$ cat src/rtl/plane_pwm_dbuf_ctrl.sv
`default_nettype none
// ============================================================================
// Module   : plane_pwm_dbuf_ctrl
// Brief    : OUT_NUM-channel PWM driver with a double-buffered brightness
//            memory loaded over a strobed MCU bus; bank swap on period wrap.
//            Optional macro PWM_PHASE_SPREAD_EN staggers per-channel phase.
// Revision : 1.0 - initial release
// ============================================================================
module plane_pwm_dbuf_ctrl #(
  parameter int OUT_NUM      = 64,
  parameter int D_WIDTH      = 8,
  parameter int C_WIDTH      = 4,
  parameter int MCU_DIV_LOG2 = 2
) (
  input  logic               clk,
  input  logic               reset,
  input  logic [D_WIDTH-1:0] dataIn,
  input  logic               dataEn,
  input  logic               rs,
  output logic [OUT_NUM-1:0] pwmOut,
  output logic               mcuClk,
  output logic               frameSync,
  output logic               swapPending,
  output logic               cmdErr
);

  localparam int IDX_W = (OUT_NUM > 1) ? $clog2(OUT_NUM) : 1;
  localparam int A_W   = D_WIDTH - 1;

  localparam logic [C_WIDTH-1:0] c_cntMax  = '1;
  localparam logic [IDX_W-1:0]   c_addrMax = IDX_W'(OUT_NUM - 1);

  localparam logic [D_WIDTH-1:0] c_opClear    = D_WIDTH'(8'h01);
  localparam logic [D_WIDTH-1:0] c_opAddrZero = D_WIDTH'(8'h02);
  localparam logic [D_WIDTH-1:0] c_opInc      = D_WIDTH'(8'h04);
  localparam logic [D_WIDTH-1:0] c_opDec      = D_WIDTH'(8'h05);
  localparam logic [D_WIDTH-1:0] c_opSwap     = D_WIDTH'(8'h08);
  localparam logic [D_WIDTH-1:0] c_opPwmOff   = D_WIDTH'(8'h10);
  localparam logic [D_WIDTH-1:0] c_opPwmOn    = D_WIDTH'(8'h11);

  // ---------------------------------------------------------------- bus sync
  logic [1:0]         r_enSync;
  logic [1:0]         r_rsSync;
  logic [D_WIDTH-1:0] r_dataSync0;
  logic [D_WIDTH-1:0] r_dataSync1;
  logic               r_enPrev;

  always_ff @(posedge clk or negedge reset) begin
    if (!reset) begin
      r_enSync    <= '0;
      r_rsSync    <= '0;
      r_dataSync0 <= '0;
      r_dataSync1 <= '0;
      r_enPrev    <= 1'b0;
    end else begin
      r_enSync    <= {r_enSync[0], dataEn};
      r_rsSync    <= {r_rsSync[0], rs};
      r_dataSync0 <= dataIn;
      r_dataSync1 <= r_dataSync0;
      r_enPrev    <= r_enSync[1];
    end
  end

  logic w_strobe;
  logic w_cmd;
  logic w_wr;
  assign w_strobe = r_enPrev & ~r_enSync[1];
  assign w_cmd    = w_strobe & r_rsSync[1];
  assign w_wr     = w_strobe & ~r_rsSync[1];

  // ---------------------------------------------------------------- decode
  logic [A_W-1:0] w_addrField;
  logic           w_clear;
  logic           w_addrZero;
  logic           w_setInc;
  logic           w_setDec;
  logic           w_reqSwap;
  logic           w_pwmOff;
  logic           w_pwmOn;
  logic           w_setAddr;
  logic           w_err;

  assign w_addrField = r_dataSync1[A_W-1:0];

  always_comb begin
    w_clear    = 1'b0;
    w_addrZero = 1'b0;
    w_setInc   = 1'b0;
    w_setDec   = 1'b0;
    w_reqSwap  = 1'b0;
    w_pwmOff   = 1'b0;
    w_pwmOn    = 1'b0;
    w_setAddr  = 1'b0;
    w_err      = 1'b0;
    if (w_cmd) begin
      if (r_dataSync1[D_WIDTH-1]) begin
        if (int'(w_addrField) < OUT_NUM) w_setAddr = 1'b1;
        else                             w_err     = 1'b1;
      end else begin
        case (r_dataSync1)
          c_opClear:    w_clear    = 1'b1;
          c_opAddrZero: w_addrZero = 1'b1;
          c_opInc:      w_setInc   = 1'b1;
          c_opDec:      w_setDec   = 1'b1;
          c_opSwap:     w_reqSwap  = 1'b1;
          c_opPwmOff:   w_pwmOff   = 1'b1;
          c_opPwmOn:    w_pwmOn    = 1'b1;
          default:      w_err      = 1'b1;
        endcase
      end
    end
  end

  // ---------------------------------------------------------------- control
  logic [IDX_W-1:0]        r_addr;
  logic [IDX_W-1:0]        w_addrStep;
  logic                    r_incDec;
  logic                    r_pwmEn;
  logic                    r_frontSel;
  logic                    r_swapPending;
  logic                    r_cmdErr;
  logic [C_WIDTH-1:0]      r_cnt;
  logic [MCU_DIV_LOG2-1:0] r_div;
  logic                    w_wrap;
  logic                    w_doSwap;

  assign w_wrap   = (r_cnt == c_cntMax);
  assign w_doSwap = w_wrap & r_swapPending;

  always_comb begin
    if (r_incDec) w_addrStep = (r_addr == c_addrMax) ? '0 : r_addr + 1'b1;
    else          w_addrStep = (r_addr == '0) ? c_addrMax : r_addr - 1'b1;
  end

  always_ff @(posedge clk or negedge reset) begin
    if (!reset) begin
      r_addr        <= '0;
      r_incDec      <= 1'b0;
      r_pwmEn       <= 1'b0;
      r_frontSel    <= 1'b0;
      r_swapPending <= 1'b0;
      r_cmdErr      <= 1'b0;
      r_cnt         <= '0;
      r_div         <= '0;
    end else begin
      r_cnt <= r_cnt + 1'b1;
      r_div <= r_div + 1'b1;

      if (w_setAddr)       r_addr <= w_addrField[IDX_W-1:0];
      else if (w_addrZero) r_addr <= '0;
      else if (w_wr)       r_addr <= w_addrStep;

      if (w_setInc)      r_incDec <= 1'b1;
      else if (w_setDec) r_incDec <= 1'b0;

      if (w_pwmOn)       r_pwmEn <= 1'b1;
      else if (w_pwmOff) r_pwmEn <= 1'b0;

      // A request in the wrap cycle only arms the swap for the following wrap.
      if (w_doSwap) begin
        r_frontSel    <= ~r_frontSel;
        r_swapPending <= 1'b0;
      end else if (w_reqSwap) begin
        r_swapPending <= 1'b1;
      end

      if (w_err) r_cmdErr <= 1'b1;
    end
  end

  // ---------------------------------------------------------------- banks
  // Writes use the registered frontSel, so a write in the swap cycle still
  // targets the bank that is about to become the front.
  logic [C_WIDTH-1:0] r_bank0 [OUT_NUM];
  logic [C_WIDTH-1:0] r_bank1 [OUT_NUM];
  logic [C_WIDTH-1:0] w_wrVal;

  assign w_wrVal = r_dataSync1[C_WIDTH-1:0];

  always_ff @(posedge clk or negedge reset) begin
    if (!reset) begin
      for (int i = 0; i < OUT_NUM; i++) r_bank0[i] <= '0;
    end else if (r_frontSel) begin
      if (w_clear) begin
        for (int i = 0; i < OUT_NUM; i++) r_bank0[i] <= '0;
      end else if (w_wr) begin
        r_bank0[r_addr] <= w_wrVal;
      end
    end
  end

  always_ff @(posedge clk or negedge reset) begin
    if (!reset) begin
      for (int i = 0; i < OUT_NUM; i++) r_bank1[i] <= '0;
    end else if (!r_frontSel) begin
      if (w_clear) begin
        for (int i = 0; i < OUT_NUM; i++) r_bank1[i] <= '0;
      end else if (w_wr) begin
        r_bank1[r_addr] <= w_wrVal;
      end
    end
  end

  // ---------------------------------------------------------------- outputs
  logic [OUT_NUM-1:0] w_pwmNext;

  for (genvar i = 0; i < OUT_NUM; i++) begin : g_ch
    logic [C_WIDTH-1:0] w_front;
    logic [C_WIDTH-1:0] w_phase;
    assign w_front = r_frontSel ? r_bank1[i] : r_bank0[i];
`ifdef PWM_PHASE_SPREAD_EN
    assign w_phase = r_cnt - C_WIDTH'(i);
`else
    assign w_phase = r_cnt;
`endif
    assign w_pwmNext[i] = r_pwmEn & (w_phase < w_front);
  end

  always_ff @(posedge clk or negedge reset) begin
    if (!reset) pwmOut <= '0;
    else        pwmOut <= w_pwmNext;
  end

  assign mcuClk      = r_div[MCU_DIV_LOG2-1];
  assign frameSync   = w_wrap;
  assign swapPending = r_swapPending;
  assign cmdErr      = r_cmdErr;

endmodule
`default_nettype wire
$ cat config.mk
export PLATFORM = sky130hd
export DESIGN_NAME = plane_pwm_dbuf_ctrl
export DESIGN_NICKNAME = d
export VERILOG_FILES = /design/src/rtl/plane_pwm_dbuf_ctrl.sv
export SDC_FILE = /design/constraint.sdc
export NUM_CORES = 1
export LEC_CHECK = 0
export BUFFER_PORTS_ARGS = -buffer_cell sky130_fd_sc_hd__clkbuf_2
export CORE_MARGIN = 8
export CORE_UTILIZATION = 25
export DETAILED_ROUTE_END_ITERATION = 7
export GPL_TIMING_DRIVEN = 0
export RECOVER_POWER = 25
export SYNTH_ARGS = -nofsm -noshare
export SYNTH_HDL_FRONTEND = slang
export SYNTH_SLANG_ARGS = --single-unit
$ cat constraint.sdc
create_clock -name clk -period 2.7 [get_ports clk]
set_clock_uncertainty 0.1 [all_clocks]
set_input_delay 0.81 -clock clk [delete_from_list [all_inputs] [get_ports clk]]
set_output_delay 0.81 -clock clk [all_outputs]
set_load 0.005 [all_outputs]
==> run metrics, run 1 <==
status complete, but fails checks; failing checks capacitance limit, slew limit, setup timing; Worst-Skew Late Latency 630 ps; VDD IR-drop max 0.0004451 V; Post-synth EDFFs 0; asr flop ratio synth 100.0%; DR WL/cell 23.61 µm; routability cong. 0.8287; Total Routed Length 99.24 mm; Root Buffer clkbuf_16; Top FF cell, synth dfrtp_1; leakage 15.10 nW; total gr overflow 0; total core area 119200 µm²; WS Path Type reg -> reg; Final min period 2722 ps; RSZ-0062 raised after global routing true; # DRC 0; max incr delay on CP 600 ps; vias in the first global route 21.87k; fmax 0.3674 GHz; worst flop-to-flop path endpoint r_bank1[114]; DIE HEIGHT 361.6 µm; HP Start dataIn[4]; Vias/cell 5.205; die area 130800 µm²; Max stage delay cell, worst path nor3_1; Slew @ Worst Pin 1766 ps; WP depth 6; PD cells 658.3 nW/µm²; clock buffer depth 3; Final nets 2818; Pre-antenna DRT Iters 5; Crit Path Max Fanout 10; flop-to-flop setup slack -20 ps; Rows 127; worst hold slack 192.7 ps; worst hold endpoint r_dataSync0[4]; Worst R2R Start r_addr[2]; FF+latch count, synth 614; layout cells sized above 1 15.94%; CP Capture Type register; FF-to-FF path depth 6; Syn. warnings 0; Syn Nets 2643; max-cap check violation count 1; CP Cell Sequence clkbuf_1 -> nand3b_1 -> clkbuf_2 -> nor3_1 -> nor2_1 -> a22o_1; clk sink count 614; io pins 80; DP HPWL 62.21 mm; vias 21.88k; Starting Density 25.06%; clock slew at reported path FFs 60 ps; commonest cells after routing, fill and taps aside 610 x dfrtp_1, 512 x a22o_1, 258 x mux2i_1; Required @ worst endpoint 3110 ps; largest net degree at the start of global routing 110; Die W 361.6 µm; Iter 0 DRT Violations 2050; sequential cell area fraction in the yosys report 51.45%; final worst path period share 100.8%; CTS tree built; most common cell after layout, fill and taps aside dfrtp_1; CP startpoint kind register; Final Hold Fails 0; final slew viol count 32; worst path setup slack after routing -21.74 ps; worst hold path class in -> reg; CTS H-tree lvls 3; final core utilization 29.82%; Netlist cell types 50; Total GRT Usage 14.76%; Area Overhead vs Synth 18.97%; Synth Cell Area 29870 µm²; first-pass GRT wire length 147.4 mm; Post-Syn Instances 2436; total CTS buffers 67; post-route ant nets 0; hold path depth 1; Fin Setup TNS -79.40 ps; worst path arrival time 3130 ps; Synth Area per Inst 12.26 µm²; Final setup viols 4; IO Port Bufs 79; initial antenna violation count 3; max_slew headroom -17.70%; crit path buf inv count 2; cell family with the largest share of critical-path delay simple AND/OR/NAND/NOR gates
-- state kept, by name, indices dropped and copies added (netlist names), 2 cells and up --
name,count
pwmOut,64
r_rsSync,2
r_dataSync0,8
r_bank1,256
r_dataSync1,8
r_bank0,256
g_ch.w_phase,4
r_addr,6
r_div,2
r_enSync,2
-- synth_stat cells, drive strengths merged (2+ instances only) --
library cell / number / area [µm²]
and2: 2 / 13.77
o2bb2ai: 64 / 560.5
or3b: 7 / 61.31
xnor2: 4 / 35.03
nand2: 11 / 41.29
o21ai: 69 / 345.3
or4b: 3 / 30.03
buf: 68 / 382.9
nand4: 2 / 12.51
mux2i: 258 / 2582
nand2b: 66 / 412.9
dfrtp: 614 / 15360
nand3b: 7 / 52.55
and3: 2 / 12.51
o211ai: 3 / 22.52
or4: 2 / 15.01
inv: 9 / 33.78
nor2: 199 / 747.0
xor2: 3 / 26.28
nor3: 129 / 915.9
a22o: 512 / 4484
o21bai: 2 / 15.01
o21a: 67 / 503.0
clkbuf: 98 / 369.1
a31oi: 2 / 12.51
or3: 2 / 12.51
a21oi: 5 / 25.02
nand3: 7 / 35.03
ha: 195 / 2440
nor4: 12 / 195.2
-- cell families after synthesis --
group	count (synthesis)	share of synthesized area, %
and+or+nand+nor	457	8.739
DFF	614	51.45
muxes	259	8.685
AOI/OAI and AO/OA	729	20.13
xor gates and xnor gates	7	0.2053
adders and majority gates	195	8.169
buffers and inverters	175	2.631
-- routing by layer --
layer | vias to the layer above | track usage, % | wire length [µm]
li1 | 9665 | - | -
met1 | 11210 | 20.63 | 44810
met2 | 829 | 22.86 | 44120
met3 | 181 | 3.143 | 7243
met4 | 0 | 4.463 | 3061
met5 | - | 0 | 0
-- power by group --
| part | switching (mW) | internal, mW | total [mW] |
|---|---|---|---|
| clock | 3.97 | 5.63 | 9.60 |
| combinational | 2.17 | 1.05 | 3.22 |
| sequential | 0.540 | 10.0 | 10.6 |
-- what timing repair did --
| action | in CTS | in global routing |
|---|---|---|
| pin swaps | 5 | 2 |
| gates resized for setup | 155 | 81 |
| hold buffers | 3 | 0 |
| hold endpoints to repair | 4 | 0 |
| buffers inserted | 16 | 5 |
| endpoints found under the setup margin | 579 | 472 |
-- area by class of cell --
class                      count  area, µm²
antenna                        2      5.005
buffer                       160      887.1
clock buffer                  88       1901
clock inverter                24      326.6
fill                       12120      83640
inverter                       9      33.78
multi-input combinational   1647      14220
sequential                   614      15380
tap                         1548       1937
timing repair buffer         112      847.1
-- how the worst max path moves through the flow --
stage | startpoint | end | slack [ps]
2_1_floorplan | r_frontSel | pwmOut[11] | 260
3_3_place_gp | reset | g_ch[0].w_phase[1] | -15310
3_5_place_dp | r_frontSel | pwmOut[40] | -1030
4_1_cts | r_frontSel | pwmOut[37] | -5
5_1_grt | r_frontSel | r_bank1[109] | -120
6_report | r_addr[2] | r_bank1[114] | -20
-- metrics by stage --
step / instances / area, µm² / power [mW] / worst slack (ps)
2_1_floorplan: 2436 / 29870 / 12.31 / 256.9
3_3_place_gp: 4063 / 32200 / 13.51 / -15310
3_5_place_dp: 4072 / 32470 / 13.58 / -1033
4_1_cts: 4199 / 35220 / 23.39 / -5.328
5_1_grt: 4202 / 35530 / 24.18 / -117.5
6_report: 4204 / 35530 / 23.39 / -21.74
-- worst register-to-register path: stages, from the launching register on --
cell and delay, ps:
dfrtp_1 420, clkbuf_1 240, nand3b_1 320, clkbuf_2 530, nor3_1 610, nor2_1 170
a22o_1 210
Power figures use the tool's default switching activity.
==> run 2, diff against run 1 <==
==> constraint.sdc (replaced) <==
create_clock -name clk -period 2.7 [get_ports clk]
set_clock_uncertainty 0.1 [all_clocks]
set_input_delay 0.135 -clock clk [delete_from_list [all_inputs] [get_ports clk]]
set_output_delay 0.135 -clock clk [all_outputs]
set_load 0.005 [all_outputs]
==> run metrics, run 2 (same netlist as run 1, synthesis figures left out) <==
Net Sw Frac 28.78% (was 28.57%); FF-to-FF path depth 5 (was 6); final slew viol count 153 (was 32); IO Port Bufs 79 (unchanged); Rows 127 (unchanged); failing checks capacitance limit, slew limit, setup timing (unchanged); FF+latch area 15380 µm² (unchanged); Area Overhead vs Synth 18.81% (was 18.97%); Required @ worst endpoint 3100 ps (was 3110 ps); Final nets 2819 (was 2818); Clock Power Share 40.5% (was 41.1%); DR WL/cell 23.33 µm (was 23.61 µm); CTS H-tree lvls 3 (unchanged); DP HPWL 62.21 mm (about the same); Crit Path Max Fanout 10 (unchanged); worst hold slack 18.96 ps (was 192.7 ps); max_slew headroom -40.49% (was -17.70%); Vias/cell 5.192 (was 5.205); Max stage delay cell, worst path or3b_2 (was nor3_1); CTS tree built (unchanged); RSZ-0062 raised after global routing true (unchanged); critical path launch point r_addr[0] (was r_addr[2]); Final Hold Fails 0 (unchanged); combined area of the multi-input logic cells 14220 µm² (about the same); PD cells 654.0 nW/µm² (was 658.3 nW/µm²); io pins 80 (unchanged); Pre-antenna DRT Iters 6 (was 5); Root Buffer clkbuf_16 (unchanged); commonest cells after routing, fill and taps aside 610 x dfrtp_1, 512 x a22o_1, 258 x mux2i_1 (unchanged); Int Power 16.53 mW (was 16.71 mW); met1 usage 19.82% (was 20.63%); Logic pwr share 14.0% (was 13.8%); CP Cell Sequence or3b_2 -> buf_2 -> nor3_2 -> nor2_1 -> a22o_1 (was clkbuf_1 -> nand3b_1 -> clkbuf_2 -> nor3_1 -> nor2_1 -> a22o_1); Final min period 2758 ps (was 2722 ps); cell family with the largest share of critical-path delay simple AND/OR/NAND/NOR gates (unchanged); final worst path period share 102.2% (was 100.8%); Fin Setup TNS -330.0 ps (was -79.40 ps); post-route ant nets 0 (unchanged); total core area 119200 µm² (unchanged); total gr overflow 0 (unchanged); status complete, but fails checks (unchanged); fillcell total 12.11k (was 12.12k); vias 21.84k (was 21.88k); WP depth 5 (was 6); die area 130800 µm² (unchanged); Final setup viols 10 (was 4); met3 usage 4.343% (was 3.143%); clock buffer depth 3 (unchanged); clock slew at reported path FFs 60 ps (about the same); routability cong. 0.8250 (was 0.8287); Starting Density 25.06% (unchanged); switching power 6.678 mW (was 6.682 mW); Slew @ Worst Pin 2107 ps (was 1766 ps); final core utilization 29.78% (was 29.82%); worst path setup slack after routing -58.25 ps (was -21.74 ps); worst path arrival time 3160 ps (was 3130 ps); Total Routed Length 98.15 mm (was 99.24 mm); Total GRT Usage 14.60% (was 14.76%); CP startpoint kind register (unchanged); # DRC 0 (unchanged); M2 GR Usage 22.13% (was 22.86%); flop-to-flop setup slack -60 ps (was -20 ps); total CTS buffers 67 (unchanged); first-pass GRT wire length 145.6 mm (was 147.4 mm); largest net degree at the start of global routing 113 (was 110); clk sink count 614 (unchanged); sequential share of power 45.5% (was 45.2%); max incr delay on CP 750 ps (was 600 ps); VDD IR-drop max 0.0004252 V (was 0.0004451 V); Worst R2R Start r_addr[0] (was r_addr[2]); leakage 15.09 nW (was 15.10 nW); Die W 361.6 µm (unchanged); vias in the first global route 22.01k (was 21.87k); DIE HEIGHT 361.6 µm (unchanged); initial antenna violation count 1 (was 3); Regs by FF count r_bank0: 256 flops, r_bank1: 256 flops, pwmOut: 64 flops (unchanged); worst setup path endpoint r_bank0[20] (was r_bank1[114]); Iter 0 DRT Violations 1895 (was 2050); crit path buf inv count 1 (was 2); most common cell after layout, fill and taps aside dfrtp_1 (unchanged); CP Capture Type register (unchanged); worst hold path class in -> async (was in -> reg); WS Path Type reg -> reg (unchanged); worst flop-to-flop path endpoint r_bank0[20] (was r_bank1[114]); Worst-Skew Late Latency 640 ps (was 630 ps); max-cap check violation count 2 (was 1); layout cells sized above 1 15.39% (was 15.94%); Most Used Layer, Global Route met2 (unchanged); fmax 0.3625 GHz (was 0.3674 GHz)
[run 2: cell types whose count changed in the layout (fill, tap and decap cells not counted), sizes merged]
| cell | previous run | this run |
|---|---|---|
| clkbuf | 265 | 268 |
| diode | 2 | 1 |
| bufinv | 7 | 6 |
| dlygate4sd3 | 2 | 11 |
| buf | 91 | 83 |
| clkinv | 9 | 8 |
| inv | 12 | 14 |
| clkinvlp | 5 | 4 |
[run 2: metal layers]
metal / vias to the layer above / part of all wire [%]
met1: 11220 / 45
met3: 169 / 7.6
met5: - / 0
met2: 777 / 44
li1: 9667 / -
met4: 0 / 3.1
[run 2: worst min path at each step]
stage                     depth (start not counted)            endpoint
after floorplan                                   0              cmdErr
after global placement                            1      r_dataSync0[1]
after detailed placement                          1          pwmOut[15]
after CTS                                         3           pwmOut[9]
after global routing                              2      r_dataSync0[3]
final                                             3  g_ch[0].w_phase[3]
[run 2: worst reg2reg max path: cells and delay by family (launching register included)]
kind                   cells  cell delay [ps]
AOI/OAI and AO/OA          1              210
buffers and inverters      1              490
DFF                        1              400
and+or+nand+nor            3             1420
[run 2: repair_timing]
item	CTS	global route
hold buffers	12	0
gates resized for setup	155	82
pin swaps	5	2
endpoints found under the hold margin	234	0
endpoints found under the setup margin	579	504
setup buffers	9	4
[run 2: stage by stage]
stage                     std cells  power, mW  worst slack [ps]  cell area (µm²)
after detailed placement       4072      13.57             -1000            32470
after CTS                      4203      23.16            -47.81            35170
final                          4206      23.21            -58.25            35490
after global routing           4205      24.02            -90.09            35480
after global placement         4063      13.51            -13460            32200
after floorplan                2436      12.31             154.4            29870
[run 2: cell type report]
type / instances / share of cell area (%)
tap: 1548 / 5.458
sequential: 614 / 43.33
buffer: 160 / 2.507
inverter: 9 / 0.09520
clock buffer: 91 / 5.264
timing repair buffer: 113 / 2.377
multi-input combinational: 1647 / 40.09
antenna: 1 / 0.007052
clock inverter: 23 / 0.8709
[run 2: power groups by stage]
stage                     combinational, mW  sequential (mW)  clock, mW
final                                  3.24             10.6       9.40
after global routing                   3.43             10.6       9.95
after CTS                              3.03             10.5       9.59
after detailed placement               2.89             10.7          0
after global placement                 2.81             10.7          0
after floorplan                        1.79             10.5          0
==> run 3, diff against run 2 <==
- RECOVER_POWER: 25 -> not set
==> run metrics, run 3 (same netlist as run 1, synthesis figures left out) <==
vias 21.85k (was 21.84k); fillcell total 12.10k (was 12.11k); Fin Setup TNS -374.3 ps (was -330.0 ps); final instance area 35520 µm² (was 35490 µm²); commonest cells after routing, fill and taps aside 610 x dfrtp_1, 512 x a22o_1, 258 x mux2i_1 (unchanged); Iter 0 DRT Violations 1895 (unchanged); IO Port Bufs 79 (unchanged); die area 130800 µm² (unchanged); final slew viol count 0 (was 153); Die W 361.6 µm (unchanged); worst hold slack 4.069 ps (was 18.96 ps); Crit Path Max Fanout 10 (unchanged); combined area of the multi-input logic cells 14220 µm² (unchanged); routability cong. 0.8250 (unchanged); clock slew at reported path FFs 70 ps (was 60 ps); vias in the first global route 22.01k (unchanged); DIE HEIGHT 361.6 µm (unchanged); WP depth 5 (unchanged); max_slew headroom 18.14% (was -40.49%); total CTS buffers 67 (unchanged); VDD IR-drop max 0.0004254 V (was 0.0004252 V); leakage 15.11 nW (was 15.09 nW); first-pass GRT wire length 145.6 mm (unchanged); Logic pwr share 14.0% (about the same); switching power 6.679 mW (was 6.678 mW); # DRC 0 (unchanged); CTS H-tree lvls 3 (unchanged); crit path buf inv count 1 (unchanged); Required @ worst endpoint 3100 ps (about the same); worst path setup slack after routing -53.91 ps (was -58.25 ps); FF+latch area 15380 µm² (unchanged); Area Overhead vs Synth 18.94% (was 18.81%); max incr delay on CP 750 ps (about the same); cell family with the largest share of critical-path delay simple AND/OR/NAND/NOR gates (unchanged); Max stage delay cell, worst path or3b_2 (unchanged); fmax 0.3631 GHz (was 0.3625 GHz); CP Cell Sequence or3b_2 -> buf_2 -> nor3_2 -> nor2_1 -> a22o_1 (unchanged); final worst path period share 102.0% (was 102.2%); Worst-Skew Late Latency 640 ps (about the same); io pins 80 (unchanged); Slew @ Worst Pin 1228 ps (was 2107 ps); Regs by FF count r_bank0: 256 flops, r_bank1: 256 flops, pwmOut: 64 flops (unchanged); Int Power 16.53 mW (about the same); Final setup viols 13 (was 10); Final Hold Fails 0 (unchanged); Worst R2R Start r_addr[0] (unchanged); total chip power 23.21 mW (about the same); Starting Density 25.06% (unchanged); Post-Layout Cell Count 4206 (unchanged); WS Path Type reg -> reg (unchanged); Net Sw Frac 28.77% (was 28.78%); RSZ-0062 raised after global routing true (unchanged); CTS tree built (unchanged); sequential share of power 45.5% (about the same); clk sink count 614 (unchanged); Total GRT Usage 14.60% (unchanged); DP Area 32470 µm² (unchanged); total core area 119200 µm² (unchanged); most common cell after layout, fill and taps aside dfrtp_1 (unchanged); critical path launch point r_addr[0] (unchanged); worst hold path class in -> async (unchanged); worst path arrival time 3150 ps (was 3160 ps); CP Capture Type register (unchanged); Final nets 2819 (unchanged); Post-Place Worst Slack -1000 ps (unchanged); Rows 127 (unchanged); final core utilization 29.81% (was 29.78%); worst setup path endpoint r_bank0[20] (unchanged); flop-to-flop setup slack -50 ps (was -60 ps); max-cap check violation count 0 (was 2); PD cells 653.5 nW/µm² (was 654.0 nW/µm²); Clock Power Share 40.5% (about the same); status complete, but fails checks (unchanged); Cells after DPL 4072 (unchanged); post-route ant nets 0 (unchanged); Final min period 2754 ps (was 2758 ps); total gr overflow 0 (unchanged); clock buffer depth 3 (unchanged); Root Buffer clkbuf_16 (unchanged); layout cells sized above 1 15.43% (was 15.39%); largest net degree at the start of global routing 113 (unchanged); DP HPWL 62.21 mm (unchanged); Pre-antenna DRT Iters 5 (was 6); CP startpoint kind register (unchanged); Total Routed Length 98.17 mm (was 98.15 mm); worst flop-to-flop path endpoint r_bank0[20] (unchanged); DR WL/cell 23.34 µm (was 23.33 µm); failing checks setup timing (was capacitance limit, slew limit, setup timing); initial antenna violation count 1 (unchanged); Vias/cell 5.196 (was 5.192); FF-to-FF path depth 5 (unchanged)
run 3: final cells by class:
cell class | instances | area share (%)
clock buffers | 91 | 5.259
plain buffers | 160 | 2.504
repair buffers | 113 | 2.476
well taps | 1548 | 5.453
flip-flops and latches | 614 | 43.29
clock inverters | 23 | 0.8700
inverters | 9 | 0.09510
multi-input cells | 1647 | 40.05
diodes | 1 | 0.007045
run 3: routing by layer:
layer  track usage, %  wire length [µm]  vias to the layer above
li1                 -                 -                     9667
met1            19.82             44400                    11230
met2            22.13             43310                      784
met3            4.343              7436                      173
met4            4.962              3014                        0
met5                0                 0                        -
run 3: timing repair:
action | in CTS | in global routing
pin swaps | 5 | 2
endpoints found under the setup margin | 579 | 504
hold buffers | 12 | 0
resized for setup | 155 | 82
endpoints found under the hold margin | 234 | 0
setup buffers | 9 | 4
run 3: tightest hold or removal path, stage by stage:
cell,delay (ps)
dlygate4sd3_1,540
clkbuf_8,180
buf_12,230
run 3: how the worst min path moves through the flow:
stage	to	from	cells after the start	slack [ps]
finish	pwmOut[15]	reset	3	4
global route	pwmOut[15]	reset	3	40
CTS	pwmOut[9]	reset	3	2
detailed placement	pwmOut[15]	reset	1	-2
global placement	r_dataSync0[1]	dataIn[1]	1	150
floorplan	cmdErr	reset	0	-260
run 3: power by group through the flow:
stage          clock network (mW)  registers (mW)  logic (mW)
3_5_place_dp                    0            10.7        2.89
4_1_cts                      9.59            10.5        3.03
5_1_grt                      9.95            10.6        3.43
6_report                     9.40            10.6        3.25
3_3_place_gp                    0            10.7        2.81
2_1_floorplan                   0            10.5        1.79
